`config.mk`:
```
export PLATFORM = sky130hd
export DESIGN_NAME = uart_program_loader
export DESIGN_NICKNAME = d
export VERILOG_FILES = /design/src/rtl/uart_program_loader_pkg.sv /design/src/rtl/uart_rx.sv /design/src/rtl/uart_program_loader.sv
export SDC_FILE = /design/constraint.sdc
export NUM_CORES = 1
export LEC_CHECK = 0
export BUFFER_PORTS_ARGS = -buffer_cell sky130_fd_sc_hd__buf_4
export CAP_MARGIN = 30
export CORE_ASPECT_RATIO = 0.75
export CORE_MARGIN = 2
export CORE_UTILIZATION = 25
export CTS_CLUSTER_SIZE = 24
export DETAILED_ROUTE_END_ITERATION = 16
export HOLD_SLACK_MARGIN = 0.05
export PLACE_DENSITY = 0.43
export SYNTH_ARGS = -nofsm -noshare
export SYNTH_HDL_FRONTEND = slang
export SYNTH_SLANG_ARGS = --single-unit
export TNS_END_PERCENT = 20
```
`constraint.sdc`:
```
create_clock -name clock -period 3.23 [get_ports clock]
set_input_delay 0.1615 -clock clock [delete_from_list [all_inputs] [get_ports clock]]
set_output_delay 0.1615 -clock clock [all_outputs]
set_load 0.01 [all_outputs]
```
`src/rtl/uart_program_loader_pkg.sv`:
```
// loader_pkg: shared state encodings and protocol constants for the UART program loader
package loader_pkg;
  typedef enum logic [2:0] {IDLE, LEN_LO, LEN_HI, DATA, CHECK, DONE, ERROR} state_t;
  typedef enum logic [1:0] {RX_IDLE, RX_START, RX_DATA, RX_STOP} rx_state_t;
  localparam logic [7:0] SYNC_BYTE = 8'hA5;
endpackage

```
`src/rtl/uart_rx.sv`:
```
// uart_rx: 8N1 receiver with input synchronizer, mid-bit sampling and glitch rejection
module uart_rx
  import loader_pkg::*;
#(
  parameter int CLKS_PER_BIT = 104
) (
  input  logic       clock,
  input  logic       reset,
  input  logic       rx,
  output logic [7:0] rx_byte,
  output logic       byte_valid,
  output logic       frame_err
);
  localparam int CW = $clog2(CLKS_PER_BIT);
  localparam logic [CW-1:0] HALF = CW'(CLKS_PER_BIT / 2 - 1);
  localparam logic [CW-1:0] FULL = CW'(CLKS_PER_BIT - 1);
  logic meta_q, sync_q, prev_q;
  rx_state_t st_q, st_d;
  logic [CW-1:0] cnt_q, cnt_d;
  logic [2:0] bit_q, bit_d;
  logic [7:0] sh_q, sh_d;
  logic valid_q, valid_d, ferr_q, ferr_d;
  logic tick;
  // Synchronize rx and keep the previous level for start-edge detection; line idles high.
  always_ff @(posedge clock) begin
    if (reset) begin
      meta_q <= 1'b1;
      sync_q <= 1'b1;
      prev_q <= 1'b1;
    end else begin
      meta_q <= rx;
      sync_q <= meta_q;
      prev_q <= sync_q;
    end
  end
  // Receiver state register.
  always_ff @(posedge clock) begin
    if (reset) begin
      st_q    <= RX_IDLE;
      cnt_q   <= '0;
      bit_q   <= '0;
      sh_q    <= '0;
      valid_q <= 1'b0;
      ferr_q  <= 1'b0;
    end else begin
      st_q    <= st_d;
      cnt_q   <= cnt_d;
      bit_q   <= bit_d;
      sh_q    <= sh_d;
      valid_q <= valid_d;
      ferr_q  <= ferr_d;
    end
  end
  // Bit timing: half a bit to the start-bit centre, then a full bit per data/stop sample.
  always_comb begin
    st_d    = st_q;
    cnt_d   = cnt_q + 1'b1;
    bit_d   = bit_q;
    sh_d    = sh_q;
    valid_d = 1'b0;
    ferr_d  = 1'b0;
    tick    = cnt_q == (st_q == RX_START ? HALF : FULL);
    case (st_q)
      RX_IDLE: begin
        cnt_d = '0;
        if (prev_q && !sync_q) st_d = RX_START;
      end
      RX_START: if (tick) begin
        cnt_d = '0;
        bit_d = '0;
        st_d  = sync_q ? RX_IDLE : RX_DATA;
      end
      RX_DATA: if (tick) begin
        cnt_d = '0;
        sh_d  = {sync_q, sh_q[7:1]};
        bit_d = bit_q + 3'd1;
        if (bit_q == 3'd7) st_d = RX_STOP;
      end
      RX_STOP: if (tick) begin
        st_d    = RX_IDLE;
        valid_d = sync_q;
        ferr_d  = !sync_q;
      end
    endcase
  end
  assign rx_byte    = sh_q;
  assign byte_valid = valid_q;
  assign frame_err  = ferr_q;
endmodule

```
`src/rtl/uart_program_loader.sv`:
```
// uart_program_loader: receives a checksummed program image over UART and writes it into BRAM
module uart_program_loader
  import loader_pkg::*;
#(
  parameter int CLKS_PER_BIT = 104,
  parameter int DEPTH        = 128,
  parameter int ADDR_WIDTH   = 7
) (
  input  logic                  clock,
  input  logic                  reset,
  input  logic                  rx,
  output logic                  mem_write_enable,
  output logic [ADDR_WIDTH-1:0] mem_addr,
  output logic [31:0]           mem_write_data,
  output logic [3:0]            mem_mask,
  output logic                  cpu_reset,
  output logic                  busy,
  output logic                  error
);
  logic [7:0] rx_byte;
  logic byte_valid, frame_err;
  state_t state_q, state_d;
  logic [15:0] count_q, count_d, n;
  logic [ADDR_WIDTH-1:0] idx_q, idx_d, addr_q, addr_d;
  logic [1:0] byte_idx_q, byte_idx_d;
  logic [31:0] word_q, word_d, wdata_q, wdata_d;
  logic [7:0] sum_q, sum_d;
  logic we_q, we_d, last;
  uart_rx #(.CLKS_PER_BIT(CLKS_PER_BIT)) u_rx (
    .clock     (clock),
    .reset     (reset),
    .rx        (rx),
    .rx_byte   (rx_byte),
    .byte_valid(byte_valid),
    .frame_err (frame_err)
  );
  // Frame FSM, word assembly, checksum and registered BRAM write port.
  always_ff @(posedge clock) begin
    if (reset) begin
      state_q    <= IDLE;
      count_q    <= '0;
      idx_q      <= '0;
      byte_idx_q <= '0;
      word_q     <= '0;
      sum_q      <= '0;
      we_q       <= 1'b0;
      addr_q     <= '0;
      wdata_q    <= '0;
    end else begin
      state_q    <= state_d;
      count_q    <= count_d;
      idx_q      <= idx_d;
      byte_idx_q <= byte_idx_d;
      word_q     <= word_d;
      sum_q      <= sum_d;
      we_q       <= we_d;
      addr_q     <= addr_d;
      wdata_q    <= wdata_d;
    end
  end
  // Next-state: a framing error aborts any frame except after a verified image.
  always_comb begin
    state_d    = state_q;
    count_d    = count_q;
    idx_d      = idx_q;
    byte_idx_d = byte_idx_q;
    word_d     = word_q;
    sum_d      = sum_q;
    we_d       = 1'b0;
    addr_d     = addr_q;
    wdata_d    = wdata_q;
    n          = {rx_byte, count_q[7:0]};
    last       = {{(16 - ADDR_WIDTH){1'b0}}, idx_q} == count_q - 16'd1;
    if (frame_err && state_q != DONE) begin
      state_d = ERROR;
    end else if (byte_valid) begin
      case (state_q)
        IDLE, ERROR: if (rx_byte == SYNC_BYTE) state_d = LEN_LO;
        LEN_LO: begin
          count_d = {8'h00, rx_byte};
          state_d = LEN_HI;
        end
        LEN_HI: begin
          count_d    = n;
          idx_d      = '0;
          byte_idx_d = '0;
          sum_d      = '0;
          state_d    = (n == 16'd0 || n > 16'(DEPTH)) ? ERROR : DATA;
        end
        DATA: begin
          word_d[8*byte_idx_q +: 8] = rx_byte;
          sum_d      = sum_q + rx_byte;
          byte_idx_d = byte_idx_q + 2'd1;
          if (byte_idx_q == 2'd3) begin
            we_d    = 1'b1;
            addr_d  = idx_q;
            wdata_d = {rx_byte, word_q[23:0]};
            idx_d   = idx_q + 1'b1;
            if (last) state_d = CHECK;
          end
        end
        CHECK: state_d = (rx_byte == sum_q) ? DONE : ERROR;
        default: ;
      endcase
    end
  end
  assign mem_write_enable = we_q;
  assign mem_addr         = addr_q;
  assign mem_write_data   = wdata_q;
  assign mem_mask         = 4'b1111;
  assign cpu_reset        = state_q != DONE;
  assign busy             = state_q inside {LEN_LO, LEN_HI, DATA, CHECK};
  assign error            = state_q == ERROR;
endmodule
```
Yosys cells after proc, flatten, opt, wreduce, memory -nomap -nowiden
Cells that the tools add are included.
Word-level totals
  output and inout bits: 47
  flip-flop bits (word level): 133
  bits of input ports: 3
Operators by class
  reductions and logical operators: 30
  bitwise gates (word level): 6
  equal/unequal tests: 26
  order comparisons: 1
  mux-type cells: 28
  add/subtract/negate cells: 7
  shifts and indexed selects: 2
Operators by type and width (number)
  5-bit negation with 34-bit output: 1
  8-bit by 34-bit variable shift with 32-bit output, first input constant: 1
  8-bit by 34-bit variable part select with 32-bit output: 1
  32-bit bitwise mux: 1
  16-bit one-hot mux with 2 select lines: 1
  7-bit one-hot mux with 2 select lines: 2
  3-bit two-way mux: 8
  7-bit two-way mux: 3
  7-bit by 16-bit == test with 1-bit output: 1
  16-bit by 8-bit greater-than comparator with 1-bit output, second input constant: 1
  16-bit zero test: 1
  8-bit one-hot mux with 2 select lines: 1
  16-bit by 1-bit subtractor with 16-bit output, second input constant: 1
  3-bit one-hot mux with 5 select lines: 1
  5-bit AND reduction: 3
  7-bit by 1-bit adder with 7-bit output, second input constant: 2
  2-bit two-way mux: 7
  3-bit inequality test, second input constant: 4
  3-bit AND reduction: 4
  4-bit AND reduction: 3
  2-bit by 1-bit inequality test with 1-bit output, second input constant: 5
  3-bit == test, second input constant: 3
  8-bit adder: 1
  8-bit == test: 1
  27 further kinds: 43

Depth between registers and ports, before layout
  word-level depth: 7
  depth in mapped cells: 9

By module
A second synthesis with hierarchy kept.
Unflattened totals
  cell total of the unflattened synthesis: 692
  area total of the unflattened synthesis: 5710.5 sq um
By module, submodules not included
  uart_program_loader: seq. area each 2001.9 sq um, cells each 587, area an instance 4636.9 sq um, times used 1
  uart_rx: seq. area each 500.5 sq um, cells each 105, area an instance 1073.5 sq um, times used 1

Least setup slack after synthesis
OpenSTA, ideal clock, no wires.
  kind: flip-flop to flip-flop
  start: reg u_rx.sh_q[6], in the netlist u_rx.rx_byte[6]
  end: reg state_q[1]
  data required time: 3111 ps
  setup time: 119 ps
  clock period less this slack: 2328 ps
  data arrival time: 2209 ps
  setup slack: 902 ps
  cell stages (with the launch flop): 8
  path buffers: 0
  cell sequence: dfxtp_1 > ha_1 > or4_1 > or4_1 > nand3b_1 > a21oi_1 > a211o_1 > o221a_1
On the way
  cells in the longest elaborated chain, start to end: 5
  elaborated cells between the ends (all ways): 8
Ends and longest elaborated chain
  start: declaration: RTL line uart_rx.sv:21  | logic [7:0] sh_q, sh_d;
  start signal: assignment: RTL line uart_rx.sv:42  | sh_q <= '0;
  start signal: assignment: RTL line uart_rx.sv:49  | sh_q <= sh_d;
  8-bit == test: RTL line uart_program_loader.sv:102  | CHECK: state_d = (rx_byte == sum_q) ? DONE : ERROR;
  2-bit two-way mux: RTL line uart_program_loader.sv:102
  3-bit one-hot mux with 5 select lines: RTL line uart_program_loader.sv:77  | case (state_q)
  3-bit two-way mux: RTL line uart_program_loader.sv:76  | end else if (byte_valid) begin
  3-bit two-way mux: RTL line uart_program_loader.sv:74  | if (frame_err && state_q != DONE) begin
  end signal: assignment: RTL line uart_program_loader.sv:50  | state_q <= state_d;
  end: declaration: RTL line uart_program_loader.sv:22  | state_t state_q, state_d;
Several ways; a longest one is shown, not always the timed one. The select of a mux whose other input is x is not followed.
A chain may end at the register's enable or synchronous reset.

Final worst setup path
Ends and elaborated chain as after synthesis.

==> impl_metrics.py <==
metrics = {
    "clock_network": {
        "cts_buffers": 17,
        "cts_buffer_depth": 2,
        "cts_setup_buffers": 0,
        "path_clk_slew_ns": 0.06,
        "cts_tree": "built",
        "cts_root_buf": "clkbuf_16",
        "clk-insertion-delay-late_ns": 0.43,
        "cts_sinks": 125,
        "h-tree-depth": 4,
    },
    "routing": {
        "antenna_left": 0,
        "viasPerCell": 4.64,
        "drc_errors": 0,
        "drt_iter0_markers": 305,
        "drt-total-wl_mm": 15.5,
        "first_pass_iters": 4,
        "via_count": 4852,
        "wl_per_cell_um": 14.8,
    },
    "yosys": {
        "synth_area_leaders": "dfxtp_1, nand2_1, a21oi_1",
        "synth_top_area_share_pct": 43.7,
        "yosys_warnings": 0,
        "ys_seq_area_share_pct": 43.7,
        "yosysMostFrequentCell": "nand2_1",
        "synth_edf_count": 0,
        "syn_area_mm2": 0.00573,
        "syn_inst": 703,
        "synth_largest_area_cell": "dfxtp_1",
        "yosys_register_bits": 125,
        "synth.distinct_cells": 64,
        "async_reset_ff_share_pct": 0,
        "ys_top_cells_by_count": "nand2_1, dfxtp_1, a21oi_1, nor2_1",
        "ys.flop_type": "dfxtp_1",
        "synth_area_per_cell_um2": 8.15,
    },
    "layout": {
        "nFillCells": 2382,
        "final_area_mm2": 0.00700,
        "area_growth_pct": 22.0,
        "final_nets": 764,
        "layout.cells.non_filler": 1045,
        "diodes": 0,
        "layout-drive-gt1-share_pct": 14.0,
    },
    "critical_path": {
        "endpoint_kind": "flop",
        "path_max_fanout": 10,
        "crit_top_cell": "or4_1",
        "rr_worst_depth": 7,
        "cp.arrival_ns": 3.09,
        "critPathKind": "flop to flop",
        "worstSetupStartpointType": "flop",
        "cpPeakStageDelay_ns": 0.58,
        "crit_path_cell_trace": "ha_1, or4_1, or4_1, nand3b_1, a21oi_1, a211o_1, o221a_1",
        "r2r-start": "u_rx.rx_byte[6]$_SDFFE_PP0P_",
        "r2r-end": "state_q[1]$_SDFFE_PP0P_",
        "r2r_slack_ns": 0.45,
        "critPathSlowestCell": "dfxtp_1",
        "crit_required_ns": 3.53,
    },
    "outcome": {
        "status": "finished clean",
    },
    "power": {
        "p_leak_nw": 2.52,
        "total_power_w": 0.00361,
        "p_per_area_mw_per_mm2": 516,
        "ir_drop_mv": 0.279,
    },
    "sta": {
        "min_period_over_period_pct": 86.1,
        "fin_crit_ns": 2.78,
        "slew_viol_final": 0,
        "setup_tns_ns": 0,
        "slew_headroom_pct": 31.6,
        "worst_pin_slew_ns": 1.02,
        "rsz0062_at_grt": "no",
        "timing.final.ws_setup_ns": 0.448,
        "skew_ns": 0.0167,
        "max_freq_ghz": 0.359,
        "setup_viol_count_final": 0,
        "finalHoldViolCount": 0,
    },
    "flow_run": {
        "max-cap-violations": 0,
    },
    "floorplan": {
        "rows": 47,
        "top_level_ports": 50,
        "initial_utilization_pct": 25.7,
        "dieArea_mm2": 0.0242,
        "coreArea_mm2": 0.0223,
        "die-width_um": 179,
        "die_h_um": 135,
    },
    "global_routing": {
        "grt_pass1_vias": 4569,
        "grt.overflow.total": 0,
        "antenna_found_initial": 0,
        "grt.total_usage_pct": 13.1,
        "grt_max_degree": 72,
        "grt_pass1_wl_mm": 24.6,
    },
    "placement": {
        "gp_congestion": 0.752,
        "dp.cells": 1012,
        "dpl.hpwl_mm": 10.2,
        "dpl_worst_slack_ns": 0.467,
        "port_buffers": 45,
        "place_area_mm2": 0.00638,
    },
    "hold_path": {
        "min_to": "idx_q[0]$_SDFFE_PP0P_",
        "whs_path_depth": 3,
        "hold_path.class": "input port to flop",
        "worstHoldStart": "reset",
    },
}
[cell usage in the layout (no fill, tap or decap), types with 5 or more instances in the layout]
master | synthesis | final
a22oi_1 | 18 | 18
inv_1 | 16 | 16
nor2b_1 | 5 | 5
o21ai_0 | 16 | 16
nand3_1 | 37 | 37
nor3_1 | 10 | 10
dfxtp_1 | 125 | 125
xnor2_1 | 15 | 15
xor2_1 | 13 | 13
a21oi_1 | 88 | 88
nor2_1 | 57 | 57
nand2_1 | 133 | 133
buf_4 | 7 | 62
nor3b_1 | 6 | 6
clkbuf_16 | 0 | 17
ha_1 | 22 | 22
nand4_1 | 9 | 9
[sequential cells by signal, indices dropped and copies added, names as in the netlist, 2 cells and up, named ones only]
signal          flops
mem_addr            7
byte_idx_q          2
state_q             3
idx_q               7
mem_write_data     32
word_q             24
u_rx.cnt_q          7
u_rx.bit_q          3
sum_q               8
count_q            16
u_rx.rx_byte        8
[report_power, final]
group / switching (W) / leakage (nW) / internal (W)
logic: 0.0000520 / 1.23 / 0.0000194
registers: 0.00000585 / 1.01 / 0.00155
clock network: 0.000744 / 0.285 / 0.00124
[worst max path at each step]
stage                                       startpoint                      end  slack (ns)  depth (start not counted)
after CTS                 u_rx.rx_byte[6]$_SDFFE_PP0P_  state_q[1]$_SDFFE_PP0P_        0.45                          7
final                     u_rx.rx_byte[6]$_SDFFE_PP0P_  state_q[1]$_SDFFE_PP0P_        0.45                          7
after floorplan           u_rx.rx_byte[6]$_SDFFE_PP0P_  state_q[1]$_SDFFE_PP0P_        0.90                          7
after global routing      u_rx.rx_byte[6]$_SDFFE_PP0P_  state_q[1]$_SDFFE_PP0P_        0.32                          7
after detailed placement  u_rx.rx_byte[6]$_SDFFE_PP0P_  state_q[1]$_SDFFE_PP0P_        0.47                          7
after global placement    u_rx.rx_byte[6]$_SDFFE_PP0P_  state_q[1]$_SDFFE_PP0P_        0.54                          7
[metrics by stage]
step	util, %	hold slack, ns
2_1_floorplan	-	0.265
3_3_place_gp	28.6	0.352
3_5_place_dp	28.6	0.352
4_1_cts	31.4	0.230
5_1_grt	31.4	0.266
6_report	31.4	0.250
[final cells by class]
cell class / instances / area, um^2 / area share [%]
well taps: 294 / 368 / 5.26
multi-input cells: 512 / 2940 / 42.0
clock inverters: 12 / 163 / 2.33
inverters: 17 / 63.8 / 0.912
repair buffers: 65 / 515 / 7.37
flip-flops and latches: 125 / 2500 / 35.8
clock buffers: 20 / 447 / 6.39
[repair_timing]
action	4_1_cts	5_1_grt
gates resized for setup	0	0
hold buffers	1	0
endpoints found under the hold margin	1	0
[routing by layer]
layer | GRT usage [%] | vias up | wire, um
li1 | - | 2511 | -
met1 | 19.7 | 2259 | 8380
met2 | 18.2 | 69 | 6370
met3 | 2.67 | 13 | 593
met4 | 4.74 | 0 | 137
met5 | 0 | - | 0
[kinds of logic (layout without fill, tap and decap cells)]
family,count (synthesis),in the layout,synth area share (%)
multiplexers,2,2,0.371
AND/OR/NAND/NOR,296,296,24.4
AO/OA/AOI/OAI,159,159,16.7
XOR/XNOR,28,28,4.28
buffers and inverters,69,114,5.30
adder cells (fa/ha/maj),23,23,5.15
flip-flops,125,125,43.7
other,1,4,0.0654
[critical path: cells and delay by family (launching register included)]
family	cells	cell delay [ns]
flip-flops	1	0.58
AO/OA/AOI/OAI	3	0.53
AND/OR/NAND/NOR	3	1.22
adder cells (fa/ha/maj)	1	0.34
(Power assumes the default switching activity.)
